==> config.mk <==
export PLATFORM = sky130hd
export DESIGN_NAME = data_mem
export DESIGN_NICKNAME = d
export VERILOG_FILES = /design/src/rtl/data_mem_pkg.sv /design/src/rtl/data_mem_array.sv /design/src/rtl/data_mem.sv
export SDC_FILE = /design/constraint.sdc
export NUM_CORES = 2
export LEC_CHECK = 0
export ABC_AREA = 1
export CAP_MARGIN = 20
export CORE_UTILIZATION = 30
export DETAILED_ROUTE_END_ITERATION = 10
export DONT_BUFFER_PORTS = 1
export RECOVER_POWER = 100
export SYNTH_ARGS = -nofsm -noshare
export SYNTH_HDL_FRONTEND = slang
export SYNTH_HIERARCHICAL = 1
export SYNTH_SLANG_ARGS = --single-unit
==> constraint.sdc <==
create_clock -name clk -period 136.3 [get_ports clk]
set_input_delay 27.26 -clock clk [delete_from_list [all_inputs] [get_ports clk]]
set_output_delay 27.26 -clock clk [all_outputs]
set_load 0.01 [all_outputs]
==> src/rtl/data_mem_pkg.sv <==
// Shared constants and types for the single-cycle datapath data memory.
// DATA_MEM_PRELOAD_EN (optional): preload mem[i] = i at reset instead of zero.
package data_mem_pkg;

    localparam int DM_ADDR_W = 6;
    localparam int DM_DATA_W = 32;
    localparam int DM_DEPTH  = 64;

    typedef logic [DM_ADDR_W-1:0] dm_addr_t;
    typedef logic [DM_DATA_W-1:0] dm_word_t;

endpackage : data_mem_pkg

==> src/rtl/data_mem_array.sv <==
// Storage array for data_mem: async-reset clear/preload plus the synchronous write port.
// DATA_MEM_PRELOAD_EN: reset loads each word with its own index instead of zero.
module data_mem_array
    import data_mem_pkg::*;
#(
    parameter int ADDR_W = DM_ADDR_W,
    parameter int DATA_W = DM_DATA_W,
    parameter int DEPTH  = 2**ADDR_W
) (
    input  logic              clk,
    input  logic              rst,
    input  logic              wr_en,
    input  logic [ADDR_W-1:0] addr,
    input  logic [DATA_W-1:0] wr_data,
    output logic [DATA_W-1:0] rd_data
);

    logic [DATA_W-1:0] mem_r [0:DEPTH-1];

    // Reset wins over a coincident write edge; an X on wr_en falls through as no write.
    always_ff @(posedge clk or posedge rst) begin
        if (rst) begin
            for (int i = 0; i < DEPTH; i++) begin
`ifdef DATA_MEM_PRELOAD_EN
                mem_r[i] <= DATA_W'(i);
`else
                mem_r[i] <= {DATA_W{1'b0}};
`endif
            end
        end else if (wr_en) begin
            mem_r[addr] <= wr_data;
        end
    end

    // Asynchronous read so a write becomes visible right after its edge.
    always_comb begin
        rd_data = mem_r[addr];
    end

endmodule : data_mem_array

==> src/rtl/data_mem.sv <==
// Word-addressed data memory: combinational read gated by MemRead, write on clk rising edge.
// DATA_MEM_PRELOAD_EN: selects index preload at reset (see data_mem_array).
module data_mem
    import data_mem_pkg::*;
#(
    parameter int ADDR_W = DM_ADDR_W,
    parameter int DATA_W = DM_DATA_W,
    parameter int DEPTH  = 2**ADDR_W
) (
    input  logic              clk,
    input  logic              rst,
    input  logic              MemRead,
    input  logic              MemWrite,
    input  logic [ADDR_W-1:0] addr,
    input  logic [DATA_W-1:0] data_in,
    output logic [DATA_W-1:0] data_out
);

    logic [DATA_W-1:0] rd_word_s;

    data_mem_array #(
        .ADDR_W (ADDR_W),
        .DATA_W (DATA_W),
        .DEPTH  (DEPTH)
    ) u_array (
        .clk     (clk),
        .rst     (rst),
        .wr_en   (MemWrite),
        .addr    (addr),
        .wr_data (data_in),
        .rd_data (rd_word_s)
    );

    // Read data reaches the write-back mux only when a load is in progress.
    always_comb begin
        if (MemRead) begin
            data_out = rd_word_s;
        end else begin
            data_out = {DATA_W{1'b0}};
        end
    end

endmodule : data_mem

Word-level counts from Yosys, hierarchy flattened. Cells that the tools add are included.

Bits in registers: 2048. Bits in latches: 0. RAM bits: 0. Bits in read-only memories: 0. Word-level logic and storage cells: 75. Memories kept: 0.

Add/sub/neg operators: 0. Multipliers: 0. Divide/modulo/power cells: 0. Magnitude comparators: 2. Equality and inequality tests: 0. Shifts and indexed selects: 0. Mux-type cells: 7. Bitwise operators: 1. Reductions and logical operators: 1.

Operator list (count): $bwmux W2048 (1); $bmux W32 S6 (1); $demux W32 S6 (1); $mux W32 (4); $ge A7 B7 Y1 const B (1); $lt A7 B1 Y1 const B (1); $not A6 Y7 (1); $logic_and A1 B1 Y1 (1).

Longest topological paths before layout.
Word-level depth: 6. Mapped depth: 17. Gate-level depth less buffers: 13.

Cells and area by module. Netlist, hierarchy kept.

Modules (own cells, without submodules): data_mem_array (times used 1, cells each 13195, area an instance 95979.6 µm², sequential area each 51249.2 µm²); data_mem (times used 1, cells each 67, area an instance 274.0 µm², sequential area each 0.0 µm²).

Worst setup path after synthesis. Ideal clock, no wire load.

Path type: input to output. From: input port addr[0]. To: output port data_out[29]. Data arrival time: 28.865 ns. Path slack: 80.175 ns. Stages: 14. Buffers on the path: 5. Path through: clkbuf_1 > buf_2 > buf_2 > clkbuf_1 > buf_2 > nand2_1 > o211ai_1 > nand2_1 > o21ai_0 > nand2_1 > nor2_1 > nand2_1 > nand2_1 > inv_1.

Cells in the longest elaborated chain, start to end: 5.

RTL lines: start, declared (RTL line data_mem.sv:14) `input logic [ADDR_W-1:0] addr,`; $not A6 Y7 (implied by the code) (RTL line data_mem_array.sv:37) `rd_data = mem_r[addr];`; $bmux W32 S6 (RTL line data_mem_array.sv:37); $mux W32 (implied by the code) (2 in series) (RTL line data_mem_array.sv:37); net rd_word_s[29] (RTL line data_mem.sv:19) `logic [DATA_W-1:0] rd_word_s;`; $mux W32 (RTL line data_mem.sv:36) `if (MemRead) begin`; end, declared (RTL line data_mem.sv:16) `output logic [DATA_W-1:0] data_out`.

The timed path passes the listed nets, and every way through them passes these cells. The select of a mux whose other input is x is not followed.

Worst setup path after layout.
From: input port addr[0]. To: output port data_out[16].

Same word-level chain as after synthesis.

==> results by stage <==
STA:
- The total count of hold-check failures in the final report is 0.
- Setup violations remaining at the end of the flow were counted as 0.
- The final max-slew violation count is 7333.
- Timing would allow up to 11.6 MHz.
- The slew of the pin with the lowest slew margin is 10.11 ns.
- After routing, the total negative slack on setup checks comes to 0 ns.
- The clock tree skew after final layout is 0 ns.
- The clock period minus worst slack is 86.04 ns.
- Of the available clock period, the critical path in the final layout requires 63.1%.
- The headroom to the max-slew limit is -574%.
- Setup repair after global routing left no endpoint under its margin.

Setup path:
- For this run, the slowest stage of the critical path takes 6.92 ns.
- The startpoint identified for the worst register-to-register timing path is u_array/mem_r[233]$_DFFE_PP0P_.
- STA puts the critical path data arrival time at 58.78 ns.
- The launch point of the critical path is addr[0].
- For the worst setup path, the data required time is 109.04 ns.
- Among the stages of the critical path, the cell type that occurs most often is nand2_1.
- The largest individual stage delay along the critical path comes from the cell clkbuf_1.
- Broken down by cell family, the worst path's largest delay share belongs to buffers and inverters.
- STA classifies the critical path endpoint as an output pin.
- The top fanout value on the critical path is 192.
- The signal on the critical path passes through clkbuf_1, clkbuf_1, clkbuf_1, clkbuf_1, clkinvlp_2, clkbuf_1, clkbuf_1, clkbuf_1, nand2_1, nand2_1, nand2_1, nand2_1, nand2_1, nand2_1, nand2_1, nand2_1, nor2_1, nand2_1, nand2_1, inv_1.
- The worst setup path is launched from an input port.
- The number of buffer and inverter instances along the worst setup path is 9.
- The worst setup path is of the in2out kind.

Run status:
- The final reports fail on capacitance limit, slew limit.
- The flow ran to the end, but the final reports show violations.

Finish:
- Counting the fill cells in the layout gives 34200.
- The largest registers in the layout are u_array/mem_r (2048).
- The register with the most flip-flops is u_array/mem_r.
- The final layout contains 12700 nets.
- Excluding fillers, the count of instances in the completed layout stands at 17000.
- Cells fill 33.2% of the core in the end.
- Compared with the post-synthesis result, the final layout area differs by 9.86%.
- The proportion of layout cells with a drive suffix above 1 is 3.73%.
- The number of flip-flops under the largest register name is 2048.

Detailed routing:
- The number of violations reported at the end of detailed-routing iteration 0 is 7905.
- After detailed routing, the average wire length per cell comes to 20.2 µm.
- The routed design has 343000 µm of wire.
- The remaining design rule violation count is 0.
- After detailed routing, the number of vias per cell comes to 4.91.
- The number of detailed-routing iterations run before antenna repair is 8.
- The number of routed nets with antenna violations is 0.
- The total number of vias is 83300.

Global routing:
- The global-route wire length before repair is 519000 µm.
- The number of global-route vias before repair came to 78900.
- The total overflow left after global routing is 0.
- The number of antenna violations at the first check in global routing was 7.
- The largest net degree at the start of global routing is 509.
- The global router's overall resource usage is 21.0%.

Min path:
- The type of the worst min-delay path is reg2reg.
- The startpoint of the lowest-slack hold path is u_array/mem_r[414]$_DFFE_PP0P_.

Floorplanning:
- Measured along the x axis, the die boundary spans 568 µm.
- The top-level port count is 74.
- After floorplanning, the core was sized to cover 0.319 mm².
- The initial utilization of the core area, before any placement, comes to 30.2%.
- The vertical die dimension is 568 µm.
- In this run the core area contains 207 standard-cell rows.
- The die area is 0.323 mm².

CTS:
- The H-tree depth is 4.
- The clock tree from TritonCTS is yes.
- The tree is rooted in a clkbuf_16.
- The number of clock buffers added by TritonCTS is 218.
- After clock tree synthesis, the setup repair step added 0 buffers.
- Gates resized during post-CTS repair numbered 0.
- After clock tree synthesis, the flow added hold-fix buffers numbering 0.
- For the worst-skew pair, the clock arrives at the later sink with an insertion delay of 0.89 ns.
- After clock tree synthesis, the clock-pin slew on the worst setup and hold paths is 0.06 ns.
- The number of sinks on the clock net is 2048.
- The longest clock path from root to sink contains 4 buffers.

Synthesis:
- The number of nets produced by synthesis is 13300.
- In the post-synthesis netlist, the biggest area contributors are dfrtp_1 (53%), nand2_1 (28%), o21ai_0 (8.2%).
- Summing every instance area after synthesis gives 0.0963 mm².
- The area share of the leading cell type in the synthesized netlist is 53.2%.
- The post-synthesis register bit count is 2048.
- The yosys synthesis warning count is 6.
- The dominant cell type by area after synthesis is dfrtp_1.
- The post-synthesis average cell area is 7.26 µm².
- Synthesis handed over a netlist of 13300 instances.
- The sequential share of the synthesized area is 53.2%.
- The number of different library cells in the post-synthesis netlist is 18.

Power and ir drop:
- The worst IR drop on VDD is 0.0000105 V.
- The static leakage is 54.1 nW.
- The power density relative to cell area is 14.9 mW/mm².

Flow run:
- The tool flagged a number of max-cap violations equal to 101.

Placed design:
- After legalization and detailed placement, the total HPWL measured 190000 µm.
- During placement, the flow inserted port buffers numbering 0.
- Including well taps, the total number of placed cells is 16600.
- The final estimated routing congestion in global placement is 0.857.
[area by class of cell]
class / instances / area, µm² / area share, %
antenna: 3 / 7.51 / 0.00710
tap: 4180 / 5230 / 4.95
timing repair buffer: 138 / 841 / 0.795
clock buffer: 332 / 6480 / 6.13
multi-input combinational: 9918 / 40300 / 38.1
clock inverter: 54 / 562 / 0.531
inverter: 293 / 1120 / 1.06
sequential: 2048 / 51200 / 48.5
[metal layers]
metal  vias to the layer above  wire (µm)  track usage [%]  part of all wire [%]
met3                       701      21000             2.30                   6.1
li1                      39800          -                -                     -
met5                         -         11                0                0.0032
met1                     40100     143000             26.8                    42
met4                         2      21500             11.1                   6.3
met2                      2753     158000             34.9                    46
[cell usage in the layout, fill, tap and decap left out, types with 3 or more instances in the layout]
cell        netlist  final
or2_2             3      3
dfrtp_1        2048   2048
buf_12            0      3
a21oi_1         536    536
nor3_1            5      5
inv_1           285    254
clkbuf_16         0    219
inv_6             0      4
diode_2           0      3
nand2_2           0     16
clkbuf_1        901    133
o21ai_0        1575   1642
o21ai_1          74      7
o211ai_1          4      4
nor2_4            0     22
nand3_1           8      7
bufinv_16         0     10
nand2_1        7067   7051
inv_2             8     35
nor3_2            5      3
buf_16            0      3
clkinvlp_4        0      3
buf_4             0     54
nor2_1          636    619
clkinv_2          0     35
clkbuf_8          0     58
[worst reg2reg max path, cell delays in order, from the launching register on]
cell,delay (ns)
dfrtp_1,0.36
inv_1,0.20
o21ai_0,0.13
[final timing paths]
check,to,slack (ns),cells after the start
worst max-delay path,data_out[16],50.26,20
worst min-delay path,u_array/mem_r[414]$_DFFE_PP0P_,0.48,2
worst max register to register,u_array/mem_r[233]$_DFFE_PP0P_,135.33,2
worst min register to register,u_array/mem_r[414]$_DFFE_PP0P_,0.48,2
max in group asynchronous,u_array/mem_r[1747]$_DFFE_PP0P_,79.04,7
min in group asynchronous,u_array/mem_r[1064]$_DFFE_PP0P_,28.00,1
[logic make-up (layout without fill, tap and decap cells)]
logic type / count (synthesis) / count (layout) / synth area share, %
buf+inv: 1296 / 817 / 5.15
simple gates: 7729 / 7729 / 30.2
flops: 2048 / 2048 / 53.2
compound gates: 2189 / 2189 / 11.4
other cells: 0 / 3 / 0
[where the power goes]
| part | internal (W) | switching (W) | total [W] |
|---|---|---|---|
| Combinational | 0.0000775 | 0.000148 | 0.000226 |
| Sequential | 0.000701 | 0.0000453 | 0.000747 |
| Clock | 0.000345 | 0.000256 | 0.000600 |
[metrics by stage]
step	worst slack, ns	hold slack (ns)	cell area, µm²	power (W)
floorplan	51.19	0.445	96300	0.000922
global placement	75.41	0.460	99300	0.000975
detailed placement	75.45	0.471	99300	0.000980
CTS	75.44	0.486	106000	0.00158
global route	49.23	0.495	106000	0.00165
finish	50.26	0.481	106000	0.00157
[cells in the mapped netlist (all sizes together)]
cell / instances
nand2: 7067
dfrtp: 2048
o21ai: 1649
clkbuf: 901
nor2: 641
a21oi: 536
inv: 293
buf: 102
nor3: 10
nand3: 8
o211ai: 4
or2: 3
Note: power is estimated with default switching activity, not from simulation.
